$ cat src/rtl/bcd_entry_keypad.sv
// Three-digit BCD entry keypad front end.
//
// Conditions the raw active-low push button, which is synchronised and then debounced into a
// single-cycle press pulse. Each press then steps a three-digit BCD entry on the switch
// nibble. The digits are entered ones first, then tens, then hundreds. A completed entry is
// published on `value` together with a one-cycle `value_valid` strobe.
//
// Ports:
//   CLOCK_50    - sole clock, rising edge
//   reset       - synchronous, active-high reset
//   key_n       - raw push button, active-low, asynchronous
//   sw          - digit nibble, sampled in the press cycle
//   value       - last committed BCD value {hundreds, tens, ones}
//   value_valid - one-cycle strobe coincident with a new commit
//   entering    - high while a digit is being entered
//   digit_sel   - one-hot active digit (001 ones, 010 tens, 100 hundreds, 000 idle)
//   blink       - toggles every BLINK_CYCLES while entering, 0 when idle
//   entry_error - sticky flag for a non-BCD digit press, cleared at entry start
//   press       - debounced single-cycle press pulse
module bcd_entry_keypad #(
  parameter int unsigned DEBOUNCE_CYCLES = 500_000,
  parameter int unsigned TIMEOUT_CYCLES  = 500_000_000,
  parameter int unsigned BLINK_CYCLES    = 12_500_000
) (
  input  logic        CLOCK_50,
  input  logic        reset,
  input  logic        key_n,
  input  logic [3:0]  sw,
  output logic [11:0] value,
  output logic        value_valid,
  output logic        entering,
  output logic [2:0]  digit_sel,
  output logic        blink,
  output logic        entry_error,
  output logic        press
);

  localparam int unsigned DbW = $clog2(DEBOUNCE_CYCLES + 1);
  localparam int unsigned TmW = $clog2(TIMEOUT_CYCLES + 1);
  localparam int unsigned BlW = $clog2(BLINK_CYCLES + 1);

  localparam logic [DbW-1:0] DbLast = DbW'(DEBOUNCE_CYCLES - 1);
  localparam logic [TmW-1:0] TmLast = TmW'(TIMEOUT_CYCLES - 1);
  localparam logic [BlW-1:0] BlLast = BlW'(BLINK_CYCLES - 1);

  typedef enum logic [1:0] {StIdle, StD0, StD1, StD2} state_e;

  // ---------------------------------------------------------------------------------------------
  // Button conditioning
  // ---------------------------------------------------------------------------------------------
  logic           sync1_q, sync2_q;
  logic           stable_q, stable_dly_q;
  logic [DbW-1:0] db_cnt_q;
  logic           press_q;

  always_ff @(posedge CLOCK_50) begin
    if (reset) begin
      sync1_q      <= 1'b0;
      sync2_q      <= 1'b0;
      stable_q     <= 1'b0;
      stable_dly_q <= 1'b0;
      db_cnt_q     <= '0;
      press_q      <= 1'b0;
    end else begin
      // Invert at the pin so every later stage sees "pressed" as 1.
      sync1_q      <= ~key_n;
      sync2_q      <= sync1_q;
      stable_dly_q <= stable_q;
      // Emit a pulse on the released->pressed edge only. A release produces nothing.
      press_q      <= stable_q & ~stable_dly_q;
      if (sync2_q != stable_q) begin
        if (db_cnt_q == DbLast) begin
          stable_q <= sync2_q;
          db_cnt_q <= '0;
        end else begin
          db_cnt_q <= db_cnt_q + DbW'(1);
        end
      end else begin
        db_cnt_q <= '0;
      end
    end
  end

  assign press = press_q;

  // ---------------------------------------------------------------------------------------------
  // Entry FSM
  // ---------------------------------------------------------------------------------------------
  state_e         state_q, state_d;
  logic [7:0]     shadow_q, shadow_d;
  logic [11:0]    value_q, value_d;
  logic           valid_q, valid_d;
  logic           err_q, err_d;
  logic [TmW-1:0] tmo_q, tmo_d;
  logic           blink_q, blink_d;
  logic [BlW-1:0] bcnt_q, bcnt_d;
  logic           digit_ok;

  assign digit_ok = (sw <= 4'd9);

  always_ff @(posedge CLOCK_50) begin
    if (reset) begin
      state_q  <= StIdle;
      shadow_q <= '0;
      value_q  <= '0;
      valid_q  <= 1'b0;
      err_q    <= 1'b0;
      tmo_q    <= '0;
      blink_q  <= 1'b0;
      bcnt_q   <= '0;
    end else begin
      state_q  <= state_d;
      shadow_q <= shadow_d;
      value_q  <= value_d;
      valid_q  <= valid_d;
      err_q    <= err_d;
      tmo_q    <= tmo_d;
      blink_q  <= blink_d;
      bcnt_q   <= bcnt_d;
    end
  end

  always_comb begin
    state_d  = state_q;
    shadow_d = shadow_q;
    value_d  = value_q;
    valid_d  = 1'b0;
    err_d    = err_q;
    tmo_d    = tmo_q;
    blink_d  = blink_q;
    bcnt_d   = bcnt_q;

    unique case (state_q)
      StIdle: begin
        blink_d = 1'b0;
        bcnt_d  = '0;
        tmo_d   = '0;
        if (press_q) begin
          state_d  = StD0;
          shadow_d = '0;
          err_d    = 1'b0;
          blink_d  = 1'b1;
        end
      end
      StD0, StD1, StD2: begin
        if (bcnt_q == BlLast) begin
          bcnt_d  = '0;
          blink_d = ~blink_q;
        end else begin
          bcnt_d = bcnt_q + BlW'(1);
        end

        if (press_q && digit_ok) begin
          // A valid digit wins over a coincident timeout expiry.
          tmo_d = '0;
          unique case (state_q)
            StD0: begin
              shadow_d[3:0] = sw;
              state_d       = StD1;
            end
            StD1: begin
              shadow_d[7:4] = sw;
              state_d       = StD2;
            end
            default: begin
              value_d = {sw, shadow_q};
              valid_d = 1'b1;
              state_d = StIdle;
            end
          endcase
        end else begin
          // An invalid press flags the error but does not restart the timeout.
          if (press_q) begin
            err_d = 1'b1;
          end
          if (tmo_q == TmLast) begin
            state_d = StIdle;
            tmo_d   = '0;
          end else begin
            tmo_d = tmo_q + TmW'(1);
          end
        end

        // Blink must already be low in the first IDLE cycle.
        if (state_d == StIdle) begin
          blink_d = 1'b0;
          bcnt_d  = '0;
        end
      end
      default: begin
        state_d = StIdle;
      end
    endcase
  end

  always_comb begin
    digit_sel = 3'b000;
    unique case (state_q)
      StD0:    digit_sel = 3'b001;
      StD1:    digit_sel = 3'b010;
      StD2:    digit_sel = 3'b100;
      default: digit_sel = 3'b000;
    endcase
  end

  assign entering    = (state_q != StIdle);
  assign value       = value_q;
  assign value_valid = valid_q;
  assign entry_error = err_q;
  assign blink       = blink_q;

endmodule

$ cat config.mk
export PLATFORM = sky130hd
export DESIGN_NAME = bcd_entry_keypad
export DESIGN_NICKNAME = d
export VERILOG_FILES = /design/src/rtl/bcd_entry_keypad.sv
export SDC_FILE = /design/constraint.sdc
export NUM_CORES = 1
export LEC_CHECK = 0
export ABC_AREA = 1
export BUFFER_PORTS_ARGS = -buffer_cell sky130_fd_sc_hd__buf_2
export CORE_MARGIN = 2
export CORE_UTILIZATION = 61
export DETAILED_ROUTE_END_ITERATION = 10
export GPL_ROUTABILITY_DRIVEN = 0
export PLACE_DENSITY = 0.85
export SETUP_SLACK_MARGIN = 0.15
export SKIP_CTS_REPAIR_TIMING = 1
export SYNTH_ARGS = -nofsm -noshare
export SYNTH_HDL_FRONTEND = slang
export SYNTH_SLANG_ARGS = --single-unit
$ cat constraint.sdc
create_clock -name CLOCK_50 -period 2.3 [get_ports CLOCK_50]
set_input_delay 0.46 -clock CLOCK_50 [delete_from_list [all_inputs] [get_ports CLOCK_50]]
set_output_delay 0.46 -clock CLOCK_50 [all_outputs]
set_load 0.02 [all_outputs]
# Word-level counts from Yosys, hierarchy flattened
# Cells that the tools add are included.
# word_totals
in_bits	7
reg_bits	102
output_inout_bits	20
# classes
mux	27
bitwise_logic	8
n_addsub	3
n_reduce_logical	13
n_eq_ne	14
n_lt_le_gt_ge	1
# op_table
op	count
$mux W29	2
$pmux W29 S2	1
$mux W24	2
$pmux W24 S2	1
$add A29 B1 Y29 const B	1
$eq A29 B29 Y1 const B	1
$add A24 B1 Y24 const B	1
$eq A24 B24 Y1 const B	1
$add A19 B1 Y19 const B	1
$eq A19 B19 Y1 const B	1
$mux W8	2
$pmux W8 S2	1
$ne A2 B2 Y1 const B	6
$reduce_and A3 Y1	4
$pmux W3 S3	1
$reduce_or A3 Y1	3
$mux W2	4
$mux W4	2
$pmux W2 S2	2
$mux W1	7
$not A1 Y1	7
$eq A2 B2 Y1 const B	2
$le A4 B4 Y1 const B	1
$logic_not A2 Y1	2
9 further kinds	10

# Logic depth before layout (Yosys ltp)
# Gate-level depths: netlist (run 1).
# logic_depth
word_depth	7
ltp_mapped	14
mapped_depth_nobuf	14

# Worst setup path after synthesis (run 1)
# Ideal clock, no wire load.
# synth_path
path_type	register -> register
startpoint	register state_q[0]
endpoint	register bcnt_q[8]
required_ps	2179
arrival_time_ps	1611
path_stages_with_launch	9
period_less_slack_ps	1732
setup_time_ps	121
path_slack_ps	568
cell_sequence	dfxtp_1 > inv_1 > ha_1 > or2_2 > nand2_2 > a21oi_4 > nand2_4 > buf_12 > nor2_4
# synth_via
elab_chain_len	7
elab_cells_between_ends	12
classes_between	eq/ne (3); mux (6); reduce/logical (3)
# synth_rtl
item	line_no	text
start, declared	89	state_e state_q, state_d;
start signal, assigned	103	state_q <= StIdle;
start signal, assigned	112	state_q <= state_d;
$eq A2 B2 Y1 or $eq A2 B1 Y1 (tied branches)	133, 156	
$pmux W2 S2	156	unique case (state_q)
$mux W2	153	if (press_q && digit_ok) begin
$mux W2	133	unique case (state_q)
$logic_not A2 Y1	185	if (state_d == StIdle) begin
$mux W24	185	
$pmux W24 S2 *	133	
end signal, assigned	119	bcnt_q <= bcnt_d;
end, declared	96	logic [BlW-1:0] bcnt_q, bcnt_d;
# Mark *: on every way between the ends. The rest lies on a longest branch, timed or not. The select of a mux whose other input is x is not followed.
# A chain may end at the register's enable or synchronous reset.

# Worst setup path in the final report (run 1)
# layout_path
startpoint	register bcnt_q[0]
endpoint	register bcnt_q[22]
# layout_via
elab_chain_len	4
elab_cells_between_ends	5
classes_between	add/sub (1); eq/ne (1); mux (3)
# layout_rtl
item	line_no	text
$add A24 B1 Y24 or $eq A24 B24 Y1 (tied branches)	150, 146	
$mux W24 *	146	if (bcnt_q == BlLast) begin
$mux W24 *	185	
$pmux W24 S2 *	133	
# Mark *: on every way between the ends. The rest lies on a longest branch, timed or not.

==> results of run 1 <==
-- layer usage --
metal  up-vias  wire length, microns  GRT usage [%]
met3        19                   304           4.66
met5         -                     0              0
met2        81                  5090           41.1
met1      1928                  4450           26.4
met4         0                   170           8.57
li1       2174                     -              -
-- synth_stat cells (2+ instances only) --
| library cell | count | area [sq um] |
|---|---|---|
| nor2_1 | 86 | 323 |
| nor2_2 | 8 | 50.1 |
| nor3_1 | 15 | 75.1 |
| nand3b_1 | 2 | 15.0 |
| nor3_2 | 7 | 70.1 |
| xor2_1 | 24 | 210 |
| buf_12 | 2 | 40.0 |
| o21ai_0 | 17 | 85.1 |
| nor4_1 | 7 | 43.8 |
| a211oi_1 | 2 | 15.0 |
| nor3b_1 | 2 | 15.0 |
| nand2_1 | 96 | 360 |
| buf_2 | 2 | 10.0 |
| clkbuf_1 | 6 | 22.5 |
| nor2_4 | 24 | 270 |
| xnor2_1 | 10 | 87.6 |
| inv_1 | 80 | 300 |
| nor3_4 | 2 | 32.5 |
| o21ai_1 | 7 | 35.0 |
| nand4_1 | 17 | 106 |
| ha_1 | 11 | 138 |
| nand2_2 | 11 | 68.8 |
| a21oi_1 | 35 | 175 |
| or2_2 | 7 | 43.8 |
| inv_2 | 9 | 33.8 |
| dfxtp_1 | 102 | 2040 |
| nand3_2 | 2 | 20.0 |
| nand3_1 | 43 | 215 |
| nor3b_2 | 2 | 25.0 |
-- critical path, stage by stage, from the launching register on --
cell and delay, ns:
dfxtp_1 0.43, ha_1 0.26, inv_1 0.05, nor2_1 0.20, nand3_1 0.13, o21ai_0 0.31
a21oi_4 0.07, nand2_4 0.14, buf_12 0.20, nor2_4 0.04
-- how the worst max path moves through the flow --
stage	endpoint	slack [ns]	cells past startpoint
2_1_floorplan	bcnt_q[8]	0.57	8
3_3_place_gp	bcnt_q[15]	0.32	9
3_5_place_dp	bcnt_q[16]	0.25	9
4_1_cts	shadow_q[6]	0.23	8
5_1_grt	db_cnt_q[18]	0.16	10
6_report	bcnt_q[22]	0.34	9
-- cell type report --
| cell class | count | area [sq um] | area share (%) |
|---|---|---|---|
| multi-input combinational | 451 | 2620 | 47.2 |
| inverter | 89 | 337 | 6.07 |
| sequential | 102 | 2040 | 36.8 |
| timing repair buffer | 35 | 210 | 3.79 |
| clock inverter | 4 | 55.1 | 0.992 |
| clock buffer | 12 | 155 | 2.80 |
| tap | 105 | 131 | 2.37 |
-- cells in the final DEF, fill, tap and decap left out, types with 11 or more instances in the layout --
cell type,netlist,routed
nand3_1,43,43
inv_1,80,80
o21ai_0,17,17
dfxtp_1,102,102
a21oi_1,35,35
nand2_2,11,11
nor2_4,24,24
nand2_1,96,96
nand4_1,17,17
clkbuf_8,0,11
nor3_1,15,15
xor2_1,24,24
nor2_1,86,86
buf_2,2,26
-- report_power, final --
part,internal [mW],switching [mW]
Clock,0.567,0.602
Sequential,1.79,0.0170
Combinational,0.0461,0.101
-- cell families (layout without fill, tap and decap cells) --
| family | after synthesis | in the layout | synth area share, % |
|---|---|---|---|
| compound gates | 71 | 71 | 8.09 |
| fa+ha+maj | 11 | 11 | 2.71 |
| buf+inv | 100 | 140 | 8.23 |
| flops | 102 | 102 | 40.2 |
| simple gates | 335 | 335 | 34.9 |
| xor+xnor | 34 | 34 | 5.87 |
-- stage by stage --
stage	worst slack (ns)	total power [mW]	hold WS (ns)	utilization (%)	cell area (sq um)
2_1_floorplan	0.568	1.95	0.373	-	5070
3_3_place_gp	0.318	1.98	0.379	65.3	5310
3_5_place_dp	0.249	1.99	0.387	65.3	5310
4_1_cts	0.228	3.15	0.219	67.9	5520
5_1_grt	0.156	3.24	0.235	68.2	5550
6_report	0.343	3.12	0.238	68.2	5550
-- state kept, by name, indices dropped and copies added, names as in the netlist --
register and cells:
shadow_q 8, value 12, sync2_q 1, db_cnt_q 19
tmo_q 29, entry_error 1, sync1_q 1, bcnt_q 24
state_q 2, stable_q 1, value_valid 1, stable_dly_q 1
blink 1, press 1
==> results.py, run 1 <==
metrics = {
    "run_status": {
        "status": "finished, final reports clean",
    },
    "flow_run": {
        "drv_cap": 0,
    },
    "synthesis": {
        "yosysSeqAreaShare_pct": 40.2,
        "yosysWarnings": 0,
        "syn-cell-area_sq_um": 5070,
        "synth_ff_type": "dfxtp_1",
        "syn_nets": 671,
        "syn_inst": 653,
        "synth_edf_count": 0,
        "ys_ff_latch": 102,
        "avgSynthCellArea_sq_um": 7.77,
        "synth_cell_type_count": 44,
        "synth-async-reset-ratio_pct": 0,
    },
    "power": {
        "powerDensity_nw_per_um2": 563,
        "peakVddDrop_uv": 294,
        "p_leak_nw": 1.98,
    },
    "worst_setup_path": {
        "worstPathArrival_ns": 2.21,
        "crit_fanout": 12,
        "r2r-start": "bcnt_q[0]",
        "rr_worst_depth": 9,
        "cp.required_ns": 2.56,
        "r2r-end": "bcnt_q[22]",
        "cp-startpoint": "bcnt_q[0]",
        "start_kind": "flip-flop",
        "rrSetupSlack_ns": 0.34,
        "cp-end-kind": "flip-flop",
        "critical_path_class": "reg2reg",
    },
    "sta": {
        "fmax_mhz": 511,
        "rsz0062_at_grt": "false",
        "timing.final.hold_violations": 0,
        "setup_viol": 0,
        "fin_crit_ns": 1.96,
        "finClkSkew_ns": 0.0140,
        "maxSlewHeadroom_pct": 65.0,
        "maxSlewViolCount": 0,
        "tns_ns": 0,
        "fin_crit_sh_pct": 85.1,
        "worst_slew_pin_slew_ns": 0.523,
    },
    "drt": {
        "drt_iter0_markers": 128,
        "vias": 4202,
        "dr.pass1.iters": 5,
        "drcViolationCount": 0,
        "drt_wl_total_microns": 10000,
        "via_per_inst": 5.27,
        "routedWlPerCell_microns": 12.6,
        "ant_nets": 0,
    },
    "placement": {
        "portBuffers": 26,
        "place_hpwl_microns": 7420,
        "dpl.cell_count": 779,
    },
    "global_routing": {
        "grt_pass1_vias": 3953,
        "antenna_found_initial": 0,
        "grt_max_degree": 24,
        "grt_pass1_wl_microns": 16600,
        "overflow": 0,
        "gr-usage-all-layers_pct": 22.8,
    },
    "floorplanning": {
        "die_y_microns": 95.2,
        "rows": 33,
        "initial_utilization_pct": 62.4,
        "fp.dieW_microns": 95.2,
        "dieArea_sq_um": 9060,
        "ioPinCount": 27,
        "core_area_sq_um": 8130,
    },
    "clocking": {
        "h-tree-depth": 3,
        "cts_sinks": 102,
        "clock_latency_ns": 0.37,
        "cts_inserted_buffers": 9,
        "cts_tree": "done",
        "clock_tree.buffer_depth": 2,
        "root_buffer": "clkbuf_8",
        "path_clk_slew_ns": 0.10,
    },
    "hold_path": {
        "hold_end": "sync1_q",
        "holdCritPathClass": "in2reg",
        "min-delay-start": "key_n",
        "hold_depth": 2,
    },
    "layout": {
        "antennaDiodeCount": 0,
        "nets": 706,
        "drive_gt1_share_pct": 18.8,
        "syn2layout_area_growth_pct": 9.32,
        "fillers": 644,
        "instances_no_fill": 798,
    },
}
(Power assumes the default switching activity.)
==> run 2: changes to the inputs <==
==> constraint.sdc (replaced) <==
create_clock -name CLOCK_50 -period 2.15 [get_ports CLOCK_50]
set_input_delay 0.43 -clock CLOCK_50 [delete_from_list [all_inputs] [get_ports CLOCK_50]]
set_output_delay 0.43 -clock CLOCK_50 [all_outputs]
set_load 0.02 [all_outputs]
==> results.py, run 2 (synthesis gave the netlist of run 1 again) <==
metrics = {
    "worst_setup_path": {
        "worstPathArrival_ns": 2.16,
        "cp.required_ns": 2.42,
        "cp-end-kind": "flip-flop",
        "start_kind": "flip-flop",
        "crit_fanout": 7,
        "critical_path_class": "reg2reg",
    },
    "clocking": {
        "root_buffer": "clkbuf_8",
        "clock_latency_ns": 0.37,
        "path_clk_slew_ns": 0.09,
        "h-tree-depth": 3,
        "cts_inserted_buffers": 9,
        "cts_tree": "done",
        "cts_sinks": 102,
        "clock_tree.buffer_depth": 2,
    },
    "global_routing": {
        "grt_pass1_wl_microns": 17200,
        "grt_max_degree": 19,
        "grtUsageMet3_pct": 4.51,
        "gr-usage-all-layers_pct": 23.8,
        "grt_pass1_vias": 4092,
        "antenna_found_initial": 0,
        "grtUsageMet2_pct": 43.4,
        "grt_use_met1_pct": 27.4,
        "top_usage_layer": "met2",
        "overflow": 0,
    },
    "floorplanning": {
        "core_area_sq_um": 8130,
        "rows": 33,
        "ioPinCount": 27,
        "die_y_microns": 95.2,
        "fp.dieW_microns": 95.2,
        "dieArea_sq_um": 9060,
        "initial_utilization_pct": 62.4,
    },
    "placement": {
        "portBuffers": 26,
        "place_hpwl_microns": 7680,
        "placed_area_sq_um": 5360,
    },
    "sta": {
        "tns_ns": 0,
        "maxSlewViolCount": 0,
        "whs_ns": 0.223,
        "fmax_mhz": 527,
        "setup_viol": 0,
        "fin_crit_ns": 1.90,
        "rsz0062_at_grt": "false",
        "worst_slew_pin_slew_ns": 0.412,
        "finClkSkew_ns": 0.0115,
        "fin_crit_sh_pct": 88.3,
        "timing.final.hold_violations": 0,
        "maxSlewHeadroom_pct": 72.3,
    },
    "layout": {
        "syn2layout_area_growth_pct": 12.0,
        "multi_input_area_sq_um": 2650,
        "largest_reg_flops": 29,
        "final_common_cell": "dfxtp_1",
        "fin_area_sq_um": 5680,
        "regMostFlops": "tmo_q",
        "finish.utilization_pct": 69.9,
        "regArea_sq_um": 2050,
        "fillers": 627,
        "drive_gt1_share_pct": 21.1,
        "nets": 715,
        "reg_top3": "tmo_q (29), bcnt_q (24), db_cnt_q (19)",
        "layout_common_cells": "dfxtp_1, nand2_1, nor2_1, inv_1, nand3_1",
        "antennaDiodeCount": 0,
    },
    "run_status": {
        "status": "finished, final reports clean",
    },
    "drt": {
        "ant_nets": 0,
        "dr.pass1.iters": 7,
        "routedWlPerCell_microns": 13.0,
        "drcViolationCount": 0,
        "via_per_inst": 5.28,
        "drt_iter0_markers": 190,
        "vias": 4262,
        "drt_wl_total_microns": 10500,
    },
    "hold_path": {
        "holdCritPathClass": "in2reg",
    },
    "flow_run": {
        "drv_cap": 0,
    },
    "power": {
        "p_leak_nw": 2.05,
        "power.total_mw": 3.37,
        "powerDensity_nw_per_um2": 594,
        "peakVddDrop_uv": 365,
    },
}
run 2: path summary, 6_finish.rpt:
path | from | endpoint | slack, ns | cells after the start
min reg2reg | stable_dly_q | press | 0.39 | 1
max | tmo_q[0] | bcnt_q[18] | 0.25 | 13
min | key_n | sync1_q | 0.22 | 2
max reg2reg | tmo_q[0] | bcnt_q[18] | 0.25 | 13
run 2: critical path, cell delays in order (launching register included):
cell and delay (ns):
dfxtp_2 0.37, ha_1 0.19, nand2_2 0.09, nor2_4 0.13
nand2_2 0.09, nor2_2 0.15, nand2_2 0.09, nand2_1 0.09
nand2_2 0.06, nand2_2 0.09, a21oi_4 0.07, nand2_4 0.16
clkbuf_16 0.19, nor2_4 0.03
run 2: power breakdown:
| part | switching, mW | internal [mW] |
|---|---|---|
| registers | 0.0190 | 1.91 |
| clock network | 0.664 | 0.608 |
| logic | 0.111 | 0.0578 |
run 2: area by class of cell:
type / count / area share (%)
timing repair buffer: 44 / 5.48
multi-input combinational: 451 / 46.7
sequential: 102 / 36.0
clock buffer: 12 / 2.73
tap: 105 / 2.31
inverter: 89 / 5.88
clock inverter: 4 / 0.924
run 2: metal layers:
metal	wire (microns)	up-vias
li1	-	2184
met1	4550	1983
met2	5450	78
met3	318	17
met4	186	0
met5	0	-
run 2: per-stage QoR:
step,setup WS [ns],std cells
final,0.253,807
after global routing,0.129,807
after CTS,0.150,800
after detailed placement,0.180,784
after global placement,0.263,784
after floorplan,0.418,653
==> run 3: changes to the inputs <==
--- a/config.mk
+++ b/config.mk
@@ -11,6 +11,7 @@
 export CORE_UTILIZATION = 61
 export DETAILED_ROUTE_END_ITERATION = 10
 export GPL_ROUTABILITY_DRIVEN = 0
+export MAX_ROUTING_LAYER = met4
 export PLACE_DENSITY = 0.85
 export SETUP_SLACK_MARGIN = 0.15
 export SKIP_CTS_REPAIR_TIMING = 1
==> constraint.sdc (replaced) <==
create_clock -name CLOCK_50 -period 1.86 [get_ports CLOCK_50]
set_input_delay 0.372 -clock CLOCK_50 [delete_from_list [all_inputs] [get_ports CLOCK_50]]
set_output_delay 0.372 -clock CLOCK_50 [all_outputs]
set_load 0.02 [all_outputs]
==> results.py, run 3 (synthesis gave the netlist of run 1 again) <==
metrics = {
    "worst_setup_path": {
        "cp.required_ns": 2.12,
        "start_kind": "flip-flop",
        "crit_fanout": 4,
        "worstPathArrival_ns": 2.09,
        "critical_path_class": "reg2reg",
        "cp-end-kind": "flip-flop",
    },
    "global_routing": {
        "grt_max_degree": 19,
        "antenna_found_initial": 0,
        "grt_pass1_wl_microns": 17900,
        "grt_pass1_vias": 4163,
        "overflow": 0,
        "gr-usage-all-layers_pct": 25.1,
    },
    "sta": {
        "setup_viol": 0,
        "fin_crit_sh_pct": 98.2,
        "worst_slew_pin_slew_ns": 0.467,
        "rsz0062_at_grt": "true",
        "fmax_mhz": 547,
        "finClkSkew_ns": 0.0155,
        "finalWorstSetupSlack_ns": 0.0328,
        "maxSlewViolCount": 0,
        "maxSlewHeadroom_pct": 68.7,
        "fin_crit_ns": 1.83,
        "timing.final.hold_violations": 0,
        "tns_ns": 0,
    },
    "power": {
        "p_leak_nw": 2.21,
        "peakVddDrop_uv": 392,
        "power.total_mw": 3.89,
        "powerDensity_nw_per_um2": 652,
    },
    "placement": {
        "place_hpwl_microns": 7740,
        "place_ws_ns": 0.0535,
        "portBuffers": 26,
    },
    "run_status": {
        "status": "finished, final reports clean",
    },
    "clocking": {
        "root_buffer": "clkbuf_8",
        "cts_sinks": 102,
        "h-tree-depth": 3,
        "clock_latency_ns": 0.37,
        "path_clk_slew_ns": 0.09,
        "cts_tree": "done",
        "clock_tree.buffer_depth": 2,
        "cts_inserted_buffers": 9,
    },
    "layout": {
        "finish.utilization_pct": 73.3,
        "largest_reg_flops": 29,
        "layout_common_cells": "dfxtp_1, nand2_1, nor2_1, inv_1, nand3_1",
        "nets": 733,
        "fillers": 572,
        "syn2layout_area_growth_pct": 17.4,
        "drive_gt1_share_pct": 26.8,
        "reg_top3": "tmo_q (29), bcnt_q (24), db_cnt_q (19)",
        "regMostFlops": "tmo_q",
        "antennaDiodeCount": 0,
        "final_common_cell": "dfxtp_1",
    },
    "floorplanning": {
        "die_y_microns": 95.2,
        "initial_utilization_pct": 62.4,
        "rows": 33,
        "dieArea_sq_um": 9060,
        "ioPinCount": 27,
        "core_area_sq_um": 8130,
        "fp.dieW_microns": 95.2,
    },
    "drt": {
        "drt_iter0_markers": 182,
        "drt_wl_total_microns": 11300,
        "routedWlPerCell_microns": 13.7,
        "dr.pass1.iters": 5,
        "drcViolationCount": 0,
        "via_per_inst": 5.40,
        "vias": 4455,
        "ant_nets": 0,
    },
    "hold_path": {
        "holdCritPathClass": "in2reg",
    },
    "flow_run": {
        "drv_cap": 0,
    },
}
==> run 3: cell types whose count changed in the layout (fill, tap and decap cells not counted), moves of 4 or more <==
cell / previous run / this run
buf_4: 14 / 31
dfxtp_1: 98 / 91
nand2_1: 96 / 89
dfxtp_2: 4 / 10
o21ai_0: 16 / 10
nand2_4: 1 / 6
nor2_1: 84 / 79
o21ai_1: 8 / 13
nor2_4: 25 / 29
==> run 3: area by class of cell <==
class / instances / area (sq um) / area share (%)
multi-input combinational: 451 / 2780 / 46.6
sequential: 102 / 2060 / 34.5
timing repair buffer: 62 / 459 / 7.71
inverter: 89 / 334 / 5.61
clock buffer: 12 / 145 / 2.44
tap: 105 / 131 / 2.20
clock inverter: 4 / 53.8 / 0.903
==> run 3: stage by stage <==
stage          hold WS (ns)  std cells  area, sq um
4_1_cts               0.151        814         5680
6_report              0.165        825         5960
3_3_place_gp          0.380        798         5480
2_1_floorplan         0.373        653         5080
3_5_place_dp          0.383        798         5480
5_1_grt               0.163        825         5960
==> run 3: worst paths after layout <==
path / startpoint / to / slack [ns] / cells after the start
max: tmo_q[2] / tmo_q[21] / 0.03 / 9
min: key_n / sync1_q / 0.16 / 2
min reg2reg: stable_dly_q / press / 0.40 / 1
max reg2reg: tmo_q[2] / tmo_q[21] / 0.03 / 9
==> run 3: worst max-delay path, cell delays in order, from the launching register on <==
cell     delay (ns)
dfxtp_1        0.48
nand3_4        0.13
nor2_4         0.20
nand2_4        0.09
nor2_4         0.15
nand2_4        0.08
nor3_4         0.26
nand2_2        0.13
o21ai_1        0.16
a21oi_1        0.05
==> run 3: where the power goes <==
group / switching, mW / internal [mW] / leakage [nW]
Clock: 0.768 / 0.666 / 0.0932
Combinational: 0.147 / 0.0794 / 1.29
Sequential: 0.0159 / 2.21 / 0.828
Total: 0.931 / 2.96 / 2.21
==> run 3: metal layers <==
layer	part of all wire, %	track usage (%)
met3	3.7	5.38
met4	1.1	5.31
met5	0	-
met1	43	29.4
met2	52	44.2
